`config.mk`:
```
export PLATFORM = sky130hd
export DESIGN_NAME = id_ex_stage
export DESIGN_NICKNAME = d
export VERILOG_FILES = /design/src/rtl/id_ex_stage.sv
export SDC_FILE = /design/constraint.sdc
export NUM_CORES = 1
export LEC_CHECK = 0
export CAP_MARGIN = 30
export CORE_ASPECT_RATIO = 0.8
export CORE_MARGIN = 4
export CORE_UTILIZATION = 40
export DETAILED_ROUTE_END_ITERATION = 10
export DONT_BUFFER_PORTS = 1
export HOLD_SLACK_MARGIN = 0.15
export PLACE_DENSITY = 0.51
export SETUP_SLACK_MARGIN = 0.5
export SYNTH_ARGS = -nofsm -noshare
export SYNTH_HDL_FRONTEND = slang
export SYNTH_SLANG_ARGS = --single-unit
```
`constraint.sdc`:
```
create_clock -name Clk -period 6 [get_ports Clk]
set_input_delay 0.9 -clock Clk [delete_from_list [all_inputs] [get_ports Clk]]
set_output_delay 0.9 -clock Clk [all_outputs]
set_load 0.01 [all_outputs]
```
`src/rtl/id_ex_stage.sv`:
```
// rtl/id_ex_stage.sv - MIPS decode/operand-select stage feeding the ID/EX register and ALU
module id_ex_stage (
    input  logic        Clk,
    input  logic        Reset,
    input  logic [31:0] Instruction,
    input  logic        ValidIn,
    input  logic [31:0] ReadData1,
    input  logic [31:0] ReadData2,
    input  logic [31:0] ExResult,
    input  logic        MemRegWrite,
    input  logic [4:0]  MemRd,
    input  logic [31:0] MemData,
    input  logic        WbRegWrite,
    input  logic [4:0]  WbRd,
    input  logic [31:0] WbData,
    input  logic        StallIn,
    input  logic        Flush,
    output logic [31:0] BusA,
    output logic [31:0] BusB,
    output logic [1:0]  ALUControl,
    output logic [31:0] StoreData,
    output logic [4:0]  RdOut,
    output logic        RegWriteOut,
    output logic        MemReadOut,
    output logic        MemWriteOut,
    output logic        BranchOut,
    output logic        ValidOut,
    output logic        StallOut,
    output logic        IllegalOut
);

    localparam logic [1:0] ALU_ADD = 2'b00;
    localparam logic [1:0] ALU_XOR = 2'b01;
    localparam logic [1:0] ALU_SUB = 2'b10;
    localparam logic [1:0] ALU_SLT = 2'b11;

    logic [5:0]  opcode;
    logic [5:0]  funct;
    logic [4:0]  rs;
    logic [4:0]  rt;
    logic [15:0] imm;

    assign opcode = Instruction[31:26];
    assign rs     = Instruction[25:21];
    assign rt     = Instruction[20:16];
    assign imm    = Instruction[15:0];
    assign funct  = Instruction[5:0];

    logic        dec_legal;
    logic [1:0]  dec_alu;
    logic        dec_use_imm;
    logic        dec_sext;
    logic        dec_reads_rt;
    logic        dec_rw;
    logic        dec_mr;
    logic        dec_mw;
    logic        dec_br;
    logic [4:0]  dec_rd;

    always_comb begin
        dec_legal    = 1'b0;
        dec_alu      = ALU_ADD;
        dec_use_imm  = 1'b0;
        dec_sext     = 1'b1;
        dec_reads_rt = 1'b0;
        dec_rw       = 1'b0;
        dec_mr       = 1'b0;
        dec_mw       = 1'b0;
        dec_br       = 1'b0;
        dec_rd       = rt;
        case (opcode)
            6'h00: begin
                dec_rd       = Instruction[15:11];
                dec_legal    = 1'b1;
                dec_reads_rt = 1'b1;
                dec_rw       = 1'b1;
                case (funct)
                    6'h20, 6'h21: dec_alu = ALU_ADD;
                    6'h22, 6'h23: dec_alu = ALU_SUB;
                    6'h26:        dec_alu = ALU_XOR;
                    6'h2A:        dec_alu = ALU_SLT;
                    default: begin
                        dec_legal    = 1'b0;
                        dec_reads_rt = 1'b0;
                        dec_rw       = 1'b0;
                    end
                endcase
            end
            6'h08, 6'h09: begin
                dec_legal   = 1'b1;
                dec_use_imm = 1'b1;
                dec_rw      = 1'b1;
            end
            6'h0A: begin
                dec_legal   = 1'b1;
                dec_alu     = ALU_SLT;
                dec_use_imm = 1'b1;
                dec_rw      = 1'b1;
            end
            6'h0E: begin
                dec_legal   = 1'b1;
                dec_alu     = ALU_XOR;
                dec_use_imm = 1'b1;
                dec_sext    = 1'b0;
                dec_rw      = 1'b1;
            end
            6'h23: begin
                dec_legal   = 1'b1;
                dec_use_imm = 1'b1;
                dec_rw      = 1'b1;
                dec_mr      = 1'b1;
            end
            6'h2B: begin
                dec_legal    = 1'b1;
                dec_use_imm  = 1'b1;
                dec_reads_rt = 1'b1;
                dec_mw       = 1'b1;
            end
            6'h04: begin
                dec_legal    = 1'b1;
                dec_alu      = ALU_SUB;
                dec_reads_rt = 1'b1;
                dec_br       = 1'b1;
            end
            default: dec_legal = 1'b0;
        endcase
    end

    logic [31:0] bus_a_q, bus_a_d;
    logic [31:0] bus_b_q, bus_b_d;
    logic [1:0]  alu_ctl_q, alu_ctl_d;
    logic [31:0] store_data_q, store_data_d;
    logic [4:0]  rd_q, rd_d;
    logic        reg_write_q, reg_write_d;
    logic        mem_read_q, mem_read_d;
    logic        mem_write_q, mem_write_d;
    logic        branch_q, branch_d;
    logic        valid_q, valid_d;
    logic        illegal_q, illegal_d;

    // Forwarding priority EX > MEM > WB > register file; r0 is hardwired to zero.
    logic        ex_hit_rs, mem_hit_rs, wb_hit_rs;
    logic        ex_hit_rt, mem_hit_rt, wb_hit_rt;
    logic [31:0] fwd_rs, fwd_rt;

    assign ex_hit_rs  = valid_q & reg_write_q & (rd_q == rs);
    assign mem_hit_rs = MemRegWrite & (MemRd == rs);
    assign wb_hit_rs  = WbRegWrite & (WbRd == rs);
    assign ex_hit_rt  = valid_q & reg_write_q & (rd_q == rt);
    assign mem_hit_rt = MemRegWrite & (MemRd == rt);
    assign wb_hit_rt  = WbRegWrite & (WbRd == rt);

    always_comb begin
        fwd_rs = ReadData1;
        if (rs == 5'd0)      fwd_rs = 32'd0;
        else if (ex_hit_rs)  fwd_rs = ExResult;
        else if (mem_hit_rs) fwd_rs = MemData;
        else if (wb_hit_rs)  fwd_rs = WbData;

        fwd_rt = ReadData2;
        if (rt == 5'd0)      fwd_rt = 32'd0;
        else if (ex_hit_rt)  fwd_rt = ExResult;
        else if (mem_hit_rt) fwd_rt = MemData;
        else if (wb_hit_rt)  fwd_rt = WbData;
    end

    logic [31:0] imm_ext;
    logic        hazard;
    logic        do_bubble;
    logic        do_load;

    assign imm_ext = dec_sext ? {{16{imm[15]}}, imm} : {16'h0000, imm};

    // Uses only registered EX state and the instruction word, never ExResult.
    assign hazard = valid_q & mem_read_q & (rd_q != 5'd0) & ValidIn & dec_legal &
                    ((rs == rd_q) | (dec_reads_rt & (rt == rd_q)));

    assign StallOut  = StallIn | hazard;
    assign do_load   = ~Flush & ~StallIn & ~hazard & ValidIn & dec_legal;
    assign do_bubble = Flush | (~StallIn & ~do_load);

    always_comb begin
        bus_a_d      = bus_a_q;
        bus_b_d      = bus_b_q;
        alu_ctl_d    = alu_ctl_q;
        store_data_d = store_data_q;
        rd_d         = rd_q;
        reg_write_d  = reg_write_q;
        mem_read_d   = mem_read_q;
        mem_write_d  = mem_write_q;
        branch_d     = branch_q;
        valid_d      = valid_q;
        illegal_d    = ~Flush & ~StallIn & ~hazard & ValidIn & ~dec_legal;
        if (do_bubble) begin
            bus_a_d      = 32'd0;
            bus_b_d      = 32'd0;
            alu_ctl_d    = ALU_ADD;
            store_data_d = 32'd0;
            rd_d         = 5'd0;
            reg_write_d  = 1'b0;
            mem_read_d   = 1'b0;
            mem_write_d  = 1'b0;
            branch_d     = 1'b0;
            valid_d      = 1'b0;
        end else if (do_load) begin
            bus_a_d      = fwd_rs;
            bus_b_d      = dec_use_imm ? imm_ext : fwd_rt;
            alu_ctl_d    = dec_alu;
            store_data_d = dec_reads_rt ? fwd_rt : 32'd0;
            rd_d         = dec_rd;
            reg_write_d  = dec_rw & (dec_rd != 5'd0);
            mem_read_d   = dec_mr;
            mem_write_d  = dec_mw;
            branch_d     = dec_br;
            valid_d      = 1'b1;
        end
    end

    always_ff @(posedge Clk) begin
        if (Reset) begin
            bus_a_q      <= 32'd0;
            bus_b_q      <= 32'd0;
            alu_ctl_q    <= 2'd0;
            store_data_q <= 32'd0;
            rd_q         <= 5'd0;
            reg_write_q  <= 1'b0;
            mem_read_q   <= 1'b0;
            mem_write_q  <= 1'b0;
            branch_q     <= 1'b0;
            valid_q      <= 1'b0;
            illegal_q    <= 1'b0;
        end else begin
            bus_a_q      <= bus_a_d;
            bus_b_q      <= bus_b_d;
            alu_ctl_q    <= alu_ctl_d;
            store_data_q <= store_data_d;
            rd_q         <= rd_d;
            reg_write_q  <= reg_write_d;
            mem_read_q   <= mem_read_d;
            mem_write_q  <= mem_write_d;
            branch_q     <= branch_d;
            valid_q      <= valid_d;
            illegal_q    <= illegal_d;
        end
    end

    assign BusA        = bus_a_q;
    assign BusB        = bus_b_q;
    assign ALUControl  = alu_ctl_q;
    assign StoreData   = store_data_q;
    assign RdOut       = rd_q;
    assign RegWriteOut = reg_write_q;
    assign MemReadOut  = mem_read_q;
    assign MemWriteOut = mem_write_q;
    assign BranchOut   = branch_q;
    assign ValidOut    = valid_q;
    assign IllegalOut  = illegal_q;

endmodule

```
* Word level (Yosys, flattened, before mapping) *
Cells that the tools add are included.

storage, ports and cells
  flip-flop bits (word level) = 109
  input port bits = 209
  output and inout port bits = 110
  logic and storage cells = 94

cells by class
  equal/unequal tests = 21
  muxes and demuxes = 22
  bitwise operators = 28
  reduce and logical (&&, ||, !) cells = 12

operator list
  kind                number
  $mux 32             11
  $eq 6x6->1 const B  8
  $eq 5x5->1          8
  $eq 6x4->1 const B  4
  $and 1x1->1         20
  $reduce_or 6->1     2
  $logic_not 5->1     2
  $reduce_bool 5->1   2
  $pmux 2 s4          1
  $reduce_or 7->1     1
  $eq 6x3->1 const B  1
  $logic_not 6->1     1
  $pmux 1 s2          3
  $pmux 2 s3          1
  $reduce_or 2->1     3
  $mux 1              5
  $mux 5              1
  $not 1->1           5
  $reduce_or 5->1     1
  $or 1x1->1          3

* Depth between registers and ports, before layout *
Gate-level depths: netlist of the first run.

  depth after elaboration = 15
  gate-level depth with buffers = 11
  depth with buffers taken out = 7

* Worst setup path after synthesis of the first run *
Ideal clock, no wire load.

  path type = input -> output
  start point = in Instruction[27]
  end point = out StallOut
  arrival time = 2,351 ps
  required time = 5,100 ps
  path slack = 2,749 ps
  stages = 7
  buffers on the path = 1
  cell sequence = buf_2 or4b_1 o311a_1 nor2_1 nand2_1 o2bb2ai_1 nand2_1

between the ends
  cells in the longest elaborated chain, start to end = 7
  elaborated cells between the ends (all ways) = 17
  those cells by class = 7 x eq/ne; 2 x mux; 5 x bitwise; 3 x reduce/logical

RTL lines
  what                                      RTL line  RTL
  start, declared                           5         input logic [31:0] Instruction,
  $eq 6x3->1 or $eq 6x6->1 (tied branches)  71        case (opcode)
  $reduce_or 2->1 (no source line)          -
  $pmux 1 s2                                71
  $and 1x1->1                               176       ((rs == rd_q) | (dec_reads_rt & (rt == rd_q)));
  $or 1x1->1                                176
  $and 1x1->1 *                             175       assign hazard = valid_q & mem_read_q & (rd_q != 5'd0) & ValidIn & dec_legal &
  $or 1x1->1 *                              178       assign StallOut = StallIn | hazard;
  end, declared                             28        output logic StallOut,

Mark *: on every way between the ends. The rest lies on a longest branch, timed or not.

* Final worst setup path of the first run *
  start point = in Instruction[26]
  end point = out StallOut

Same word-level chain as after synthesis.

==> results.sh, run 1 <==
export IMPL_status="complete, no violations"
export IMPL_wl_mm=27.0
export IMPL_synthArstFlopShare_pct=0
export IMPL_port_buffers=0
export IMPL_synth_top_area_cell="dfxtp_1"
export IMPL_yosys_warnings=0
export IMPL_rsz0062_at_grt="no"
export IMPL_setup_violations_final=0
export IMPL_hold_path_class="reg2reg"
export IMPL_nFillCells=1658
export IMPL_seq_area_frac_synth_pct=33.7
export IMPL_power_leakage_nw=2.18
export IMPL_synthesis_area_sq_mm=0.00648
export IMPL_cts_root_buf="clkbuf_16"
export IMPL_startpoint_type="input pin"
export IMPL_slew_viol_final=0
export IMPL_avgSynthCellArea_sq_um=8.05
export IMPL_setup_tns_ns=0
export IMPL_cts_resized=0
export IMPL_cp_required_ns=5.10
export IMPL_worstMarginPinSlew_ns=0.998
export IMPL_die_y_um=122
export IMPL_syn_inst=804
export IMPL_ys_top_cells_by_area="dfxtp_1 (34%), nand2_1 (8.2%), mux2i_1 (5.7%)"
export IMPL_clkLatencyLatePin_ns=0.35
export IMPL_fp_dieW_um=150
export IMPL_synth_edf_count=0
export IMPL_postCtsSetupBuffers=0
export IMPL_peakVddDrop_uv=127
export IMPL_synthDistinctLibCells=59
export IMPL_wl_per_cell_um=27.7
export IMPL_fin_crit_sh_pct=59.3
export IMPL_relSlewSlack_pct=33.3
export IMPL_grt_pass1_wl_mm=39.2
export IMPL_crit_fanout=9
export IMPL_n_antenna_cell=0
export IMPL_nNetsFinal=964
export IMPL_ys_seq_elements=109
export IMPL_grt_pass1_vias=6257
export IMPL_final_common_cell="nand2_1"
export IMPL_antenna_found_initial=0
export IMPL_via_per_inst=6.53
export IMPL_route_vias_total=6367
export IMPL_power_total_w=0.00151
export IMPL_crit_path_end_kind="primary output"
export IMPL_grt_usage_pct=28.1
export IMPL_powerDensity_mw_per_mm2=220
export IMPL_synth_fp_nets=1013
export IMPL_hold_violations=0
export IMPL_cts_sinks=109
export IMPL_layout_common_cells="nand2_1 (141), dfxtp_1 (109), nor2_1 (68), a21oi_1 (42), mux2i_1 (37)"
export IMPL_synth_top_cell_area_share_pct=33.7
export IMPL_grt_ovfl_total=0
export IMPL_maxCapViolations=0
export IMPL_io_pins=319
export IMPL_regArea_sq_mm=0.00218
export IMPL_timing_final_crit_period_ns=3.56
export IMPL_gp_congestion=0.942
export IMPL_htreeDepth=3
export IMPL_path_class="in2out"
export IMPL_cts_buffers=9
export IMPL_drt_first_pass_iters=6
export IMPL_fmax_ghz=0.281
export IMPL_drc=0
export IMPL_drive_gt1_share_pct=11.2
export IMPL_floorplan_rows=41
export IMPL_antenna_left=0
export IMPL_cts_tree="done"
export IMPL_cts_hold_buffers=0
export IMPL_grt_max_degree=65
export IMPL_die_area_sq_mm=0.0183
export IMPL_multi_input_area_sq_mm=0.00398
export IMPL_arrival_ns=2.66
export IMPL_synthFlopType="dfxtp_1"
export IMPL_path_clk_slew_ns=0.07
export IMPL_timing_hold_ws_ns=0.506
export IMPL_initial_core_util_pct=41.0
export IMPL_clk_path_buf_depth=2
export IMPL_skew_ns=0.00943
export IMPL_coreArea_sq_mm=0.0158
export IMPL_drt_initial_drc_count=560
export IMPL_syn2layout_area_growth_pct=6.05
export IMPL_dp_hpwl_mm=19.8
critical path, cell delays in order:
cell       delay (ns)
or3_4            0.40
nor4_4           0.52
nor3b_2          0.32
nor2_1           0.12
o2bb2ai_1        0.21
nand2_1          0.18
power breakdown:
part	internal (W)	switching, W
logic	0.0000586	0.0000870
registers	0.000724	0.00000197
clock network	0.000349	0.000287
cell type report:
class	instances	share of cell area, %
Clock inverter	4	0.783
Timing Repair Buffer	11	1.68
Sequential cell	109	31.8
Tap cell	215	3.92
Multi-Input combinational cell	621	58.0
Inverter	3	0.164
Clock buffer	12	3.73
flip-flops by register name (all words and copies together), names as in the netlist, 2 cells and up:
name / cells
RdOut: 5
StoreData: 32
ALUControl: 2
BusB: 32
BusA: 32
metrics by stage:
stage	setup slack, ns	utilization (%)	instances	area (sq um)
floorplan	2.75	-	804	6480
global placement	2.30	41.1	955	6490
detailed placement	2.16	41.4	957	6540
CTS	2.47	43.3	973	6850
global route	2.35	43.5	975	6870
finish	2.44	43.5	975	6870
path summary, 6_finish.rpt:
kind | startpoint | to | slack, ns | cells after the start
hold / removal | StoreData[16] | StoreData[16] | 0.51 | 2
setup reg to reg | RdOut[4] | BusA[17] | 2.73 | 8
setup / recovery | Instruction[26] | StallOut | 2.44 | 6
hold reg to reg | StoreData[16] | StoreData[16] | 0.51 | 2
routing by layer:
layer,global-route usage (%),vias to the layer above,share of wire [%]
met3,11.5,40,13
met4,8.57,0,2.2
met2,44.8,391,46
met5,0,-,0
met1,34.9,3062,39
li1,-,2874,-
cells by family (layout without fill, tap and decap cells):
group / Yosys count / after routing / synth area share, %
AOI/OAI and AO/OA: 290 / 290 / 32.8
and+or+nand+nor: 262 / 262 / 17.8
DFF: 109 / 109 / 33.7
buffers and inverters: 74 / 30 / 5.68
muxes: 37 / 37 / 5.72
xor gates and xnor gates: 31 / 31 / 4.19
adders and majority gates: 1 / 1 / 0.155
Yosys cell counts (22+ instances only):
cell and n:
a21oi_1 42, a21oi_2 29, a221oi_1 32, a22o_1 32
a22oi_1 22, a31oi_1 32, clkbuf_1 46, dfxtp_1 109
mux2i_1 37, nand2_1 141, nor2_1 70, o22ai_1 32
(Power assumes the default switching activity.)
==> run 2: changes to the inputs <==
- PLACE_DENSITY: 0.51 -> 0.53
- clock period: 6 -> 3.2 ns (I/O delays scaled with it)
==> results.sh, run 2 (synthesized netlist as in run 1, its figures left out) <==
export IMPL_path_cells="or4_1, o21ai_1, nor4_1, o21ba_2, o21ai_4, buf_6, or4_1, a21oi_1"
export IMPL_nNetsFinal=986
export IMPL_drt_first_pass_iters=7
export IMPL_rsz0062_at_grt="yes"
export IMPL_timing_hold_ws_ns=0.184
export IMPL_status="complete, no violations"
export IMPL_post_place_ws_ns=0.305
export IMPL_arrival_ns=2.98
export IMPL_wl_mm=27.0
export IMPL_powerDensity_mw_per_mm2=399
export IMPL_cts_tree="done"
export IMPL_n_antenna_cell=0
export IMPL_floorplan_rows=41
export IMPL_route_vias_total=6460
export IMPL_setup_tns_ns=0
export IMPL_dpl_cell_area_sq_mm=0.00663
export IMPL_fmax_ghz=0.372
export IMPL_hold_path_class="in2reg"
export IMPL_coreArea_sq_mm=0.0158
export IMPL_timing_final_crit_period_ns=2.69
export IMPL_cp_common_cell="or4_1"
export IMPL_grt_ovfl_total=0
export IMPL_final_common_cell="nand2_1"
export IMPL_power_total_w=0.00283
export IMPL_crit_fanout=43
export IMPL_slowest_stage="or4_1"
export IMPL_port_buffers=0
export IMPL_drc=0
export IMPL_gp_congestion=0.884
export IMPL_layout_common_cells="nand2_1 (140), dfxtp_1 (105), nor2_1 (66), a21oi_1 (42), mux2i_1 (37)"
export IMPL_wl_per_cell_um=27.1
export IMPL_die_area_sq_mm=0.0183
export IMPL_maxCapViolations=0
export IMPL_worstSetupStartpoint="RdOut[0]"
export IMPL_relSlewSlack_pct=48.8
export IMPL_power_leakage_nw=2.30
export IMPL_skew_ns=0.00457
export IMPL_worstReg2RegEnd="MemReadOut"
export IMPL_peakVddDrop_uv=216
export IMPL_clkLatencyLatePin_ns=0.36
export IMPL_antenna_left=0
export IMPL_grt_pass1_wl_mm=38.7
export IMPL_grt_usage_pct=27.9
export IMPL_clk_path_buf_depth=2
export IMPL_worstMarginPinSlew_ns=0.768
export IMPL_htreeDepth=3
export IMPL_cts_hold_buffers=0
export IMPL_fp_dieW_um=150
export IMPL_cp_required_ns=3.50
export IMPL_reg2reg_depth=8
export IMPL_drt_initial_drc_count=734
export IMPL_cts_root_buf="clkbuf_16"
export IMPL_cts_buffers=9
export IMPL_critical_path_depth=8
export IMPL_slew_viol_final=0
export IMPL_fin_ws_ns=0.513
export IMPL_cp_slowest_stage_delay_ns=0.58
export IMPL_nFillCells=1642
export IMPL_cts_sinks=109
export IMPL_startpoint_type="flip-flop"
export IMPL_fin_crit_sh_pct=84.0
export IMPL_io_pins=319
export IMPL_endpoint="MemReadOut"
export IMPL_worstHoldStart="Reset"
export IMPL_grt_max_degree=65
export IMPL_path_clk_slew_ns=0.07
export IMPL_drive_gt1_share_pct=14.6
export IMPL_die_y_um=122
export IMPL_initial_core_util_pct=41.0
export IMPL_antenna_found_initial=0
export IMPL_hold_violations=0
export IMPL_via_per_inst=6.49
export IMPL_grt_pass1_vias=6203
export IMPL_reg2reg_slack_ns=0.51
export IMPL_dp_hpwl_mm=20.1
export IMPL_final_area_sq_mm=0.00708
export IMPL_setup_violations_final=0
export IMPL_syn2layout_area_growth_pct=9.35
export IMPL_path_delay_family="simple AND/OR/NAND/NOR gates"
export IMPL_crit_path_end_kind="flip-flop"
export IMPL_reg2reg_from="RdOut[0]"
export IMPL_cp_num_buf_inv=1
export IMPL_path_class="reg2reg"
==> run 2: metrics by stage <==
stage	utilization, %	cells
after detailed placement	42.0	972
final	44.8	996
after global routing	44.8	996
after global placement	41.9	971
after floorplan	-	804
after CTS	44.1	988
==> run 2: repair_timing <==
item | 4_1_cts | 5_1_grt
setup buffers | 0 | 7
pin swaps | 0 | 2
cloned | 1 | 0
endpoints found under the setup margin | 58 | 85
gates resized for setup | 9 | 9
==> run 2: worst min-delay path by stage <==
stage / end / slack [ns] / depth (start not counted)
floorplan: BusB[25] / 0.47 / 2
global placement: BusB[27] / 0.49 / 2
detailed placement: BusB[27] / 0.50 / 2
CTS: IllegalOut / 0.17 / 1
global route: IllegalOut / 0.18 / 1
finish: IllegalOut / 0.18 / 1
==> run 2: routing by layer <==
metal | share of wire (%) | global-route usage, %
met5 | 0 | 0
met4 | 2.5 | 8.97
met3 | 13 | 10.9
met2 | 46 | 44.6
met1 | 38 | 34.6
==> run 2: where the power goes <==
part | leakage (nW) | switching (W) | internal [W]
Clock | 0.148 | 0.000571 | 0.000614
Sequential | 0.880 | 0.00000363 | 0.00136
Combinational | 1.27 | 0.000166 | 0.000113
==> run 2: worst reg2reg max path, delay by kind of cell, from the launching register on <==
kind                   cells  cell delay, ns
AOI/OAI and AO/OA          4            0.79
buffers and inverters      1            0.24
DFF                        1            0.40
and+or+nand+nor            3            1.19
==> run 2: layout make-up <==
cell class	instances	area [sq um]	area share [%]
Multi-Input combinational cell	622	4030	56.9
Sequential cell	109	2190	30.9
Timing Repair Buffer	32	289	4.08
Tap cell	215	269	3.80
Clock buffer	9	225	3.18
Clock inverter	6	72.6	1.02
Inverter	3	11.3	0.159
==> run 3: changes to the inputs <==
- clock period: 3.2 -> 2.32 ns (I/O delays scaled with it)
==> results.sh, run 3 (synthesized netlist as in run 1, its figures left out) <==
export IMPL_status="finished with violations"
export IMPL_violations="setup timing"
export IMPL_worstMarginPinSlew_ns=0.569
export IMPL_fin_crit_sh_pct=102
export IMPL_fin_ws_ns=-0.0398
export IMPL_grt_ovfl_total=0
export IMPL_slew_viol_final=0
export IMPL_layout_common_cells="nand2_1 (139), dfxtp_1 (106), nor2_1 (63), buf_4 (47), mux2i_1 (37)"
export IMPL_routed_top_layer="met4"
export IMPL_cp_required_ns=1.97
export IMPL_setup_tns_ns=-0.0969
export IMPL_slowest_stage="or4b_4"
export IMPL_startpoint_type="flip-flop"
export IMPL_arrival_ns=2.01
export IMPL_timing_final_crit_period_ns=2.36
export IMPL_port_buffers=0
export IMPL_wl_per_cell_um=28.1
export IMPL_path_class="reg2out"
export IMPL_dr_wl_met2_mm=14.0
export IMPL_gp_congestion=0.936
export IMPL_grt_usage_pct=30.9
export IMPL_clkLatencyLatePin_ns=0.36
export IMPL_dp_hpwl_mm=21.4
export IMPL_die_y_um=122
export IMPL_route_vias_total=6870
export IMPL_initial_core_util_pct=41.0
export IMPL_wl_mm=29.9
export IMPL_hold_path_class="in2reg"
export IMPL_met1_length_mm=11.4
export IMPL_floorplan_rows=41
export IMPL_cp_slowest_stage_delay_ns=0.57
export IMPL_power_leakage_nw=2.98
export IMPL_drt_initial_drc_count=497
export IMPL_drive_gt1_share_pct=34.6
export IMPL_skew_ns=0.00674
export IMPL_path_clk_slew_ns=0.07
export IMPL_dpl_cell_area_sq_mm=0.00718
export IMPL_syn2layout_area_growth_pct=38.8
export IMPL_powerDensity_mw_per_mm2=437
export IMPL_via_per_inst=6.47
export IMPL_grt_pass1_wl_mm=43.3
export IMPL_grt_pass1_vias=7028
export IMPL_fmax_ghz=0.424
export IMPL_nFillCells=1405
export IMPL_maxCapViolations=0
export IMPL_antenna_found_initial=0
export IMPL_drc=0
export IMPL_nNetsFinal=1051
export IMPL_clk_path_buf_depth=2
export IMPL_final_area_sq_mm=0.00899
export IMPL_cts_root_buf="clkbuf_16"
export IMPL_hold_violations=0
export IMPL_timing_hold_ws_ns=0.166
export IMPL_die_area_sq_mm=0.0183
export IMPL_crit_fanout=5
export IMPL_path_cells="xor2_2, or4b_4, nor2_4, buf_6, nand2_4, o2bb2ai_4, nand2_2"
export IMPL_antenna_left=0
export IMPL_htreeDepth=3
export IMPL_relSlewSlack_pct=61.9
export IMPL_coreArea_sq_mm=0.0158
export IMPL_io_pins=319
export IMPL_cts_tree="done"
export IMPL_cts_buffers=9
export IMPL_met3_length_mm=3.45
export IMPL_n_antenna_cell=0
export IMPL_rsz0062_at_grt="yes"
export IMPL_final_common_cell="nand2_1"
export IMPL_peakVddDrop_uv=276
export IMPL_drt_first_pass_iters=5
export IMPL_fp_dieW_um=150
export IMPL_cts_sinks=109
export IMPL_crit_path_end_kind="primary output"
export IMPL_setup_violations_final=10
export IMPL_grt_max_degree=49
-- run 3: changes by cell type in the layout (fill, tap and decap cells not counted), moves of 18 or more --
| cell | delta |
|---|---|
| a221oi_1 | -30 |
| a221oi_2 | +18 |
| a22oi_1 | -22 |
| a22oi_2 | +22 |
| buf_4 | +22 |
-- run 3: critical path: cells and delay by family, from the launching register on --
kind	cells	cell delay [ns]
compound gates	1	0.12
xor+xnor	1	0.16
buf+inv	1	0.13
flops	1	0.38
simple gates	4	0.87
-- run 3: repair_timing --
action | CTS | global route
hold buffers | 2 | 0
gates resized for setup | 150 | 69
gates cloned | 8 | 3
hold endpoints to repair | 10 | 0
buffers inserted | 11 | 5
endpoints found under the setup margin | 109 | 109
pin swaps | 50 | 84
-- run 3: area by class of cell --
type                    count  area (sq um)  share of cell area [%]
well taps                 215           269                    2.99
inverters                   3          11.3                   0.125
repair buffers             98          1290                    14.3
flip-flops and latches    109          2190                    24.4
multi-input cells         621          4960                    55.2
clock inverters             5          36.3                   0.404
clock buffers              11           233                    2.59
-- run 3: through the flow --
stage               power (W)  setup slack (ns)  util [%]  cells
global route          0.00407           -0.0985      56.9   1062
finish                0.00393           -0.0398      56.9   1062
floorplan             0.00223            0.0339         -    804
detailed placement    0.00234           -0.0866      45.4   1017
global placement      0.00234            -0.113      45.4   1017
CTS                   0.00389           -0.0430      53.4   1054
-- run 3: where the power goes --
part / leakage [nW] / switching [W] / internal (W) / total, W
logic: 1.97 / 0.000312 / 0.000251 / 0.000563
registers: 0.880 / 0.00000460 / 0.00187 / 0.00187
clock network: 0.127 / 0.000753 / 0.000735 / 0.00149
total: 2.98 / 0.00107 / 0.00286 / 0.00393
-- run 3: routing by layer --
metal / vias to the layer above / GRT usage [%]
met4: 0 / 12.0
met1: 3356 / 37.4
met5: - / 0
met3: 60 / 11.7
met2: 385 / 49.8
li1: 3069 / -
-- run 3: path summary, 6_finish.rpt --
| path | endpoint | cells after the start | slack, ns | start |
|---|---|---|---|---|
| worst max-delay path | StallOut | 7 | -0.04 | RdOut[2] |
| worst min-delay path | StoreData[15] | 2 | 0.17 | ExResult[15] |
| worst max register to register | BusA[2] | 12 | -0.01 | RdOut[3] |
| worst min register to register | BusB[26] | 2 | 0.51 | BusB[26] |
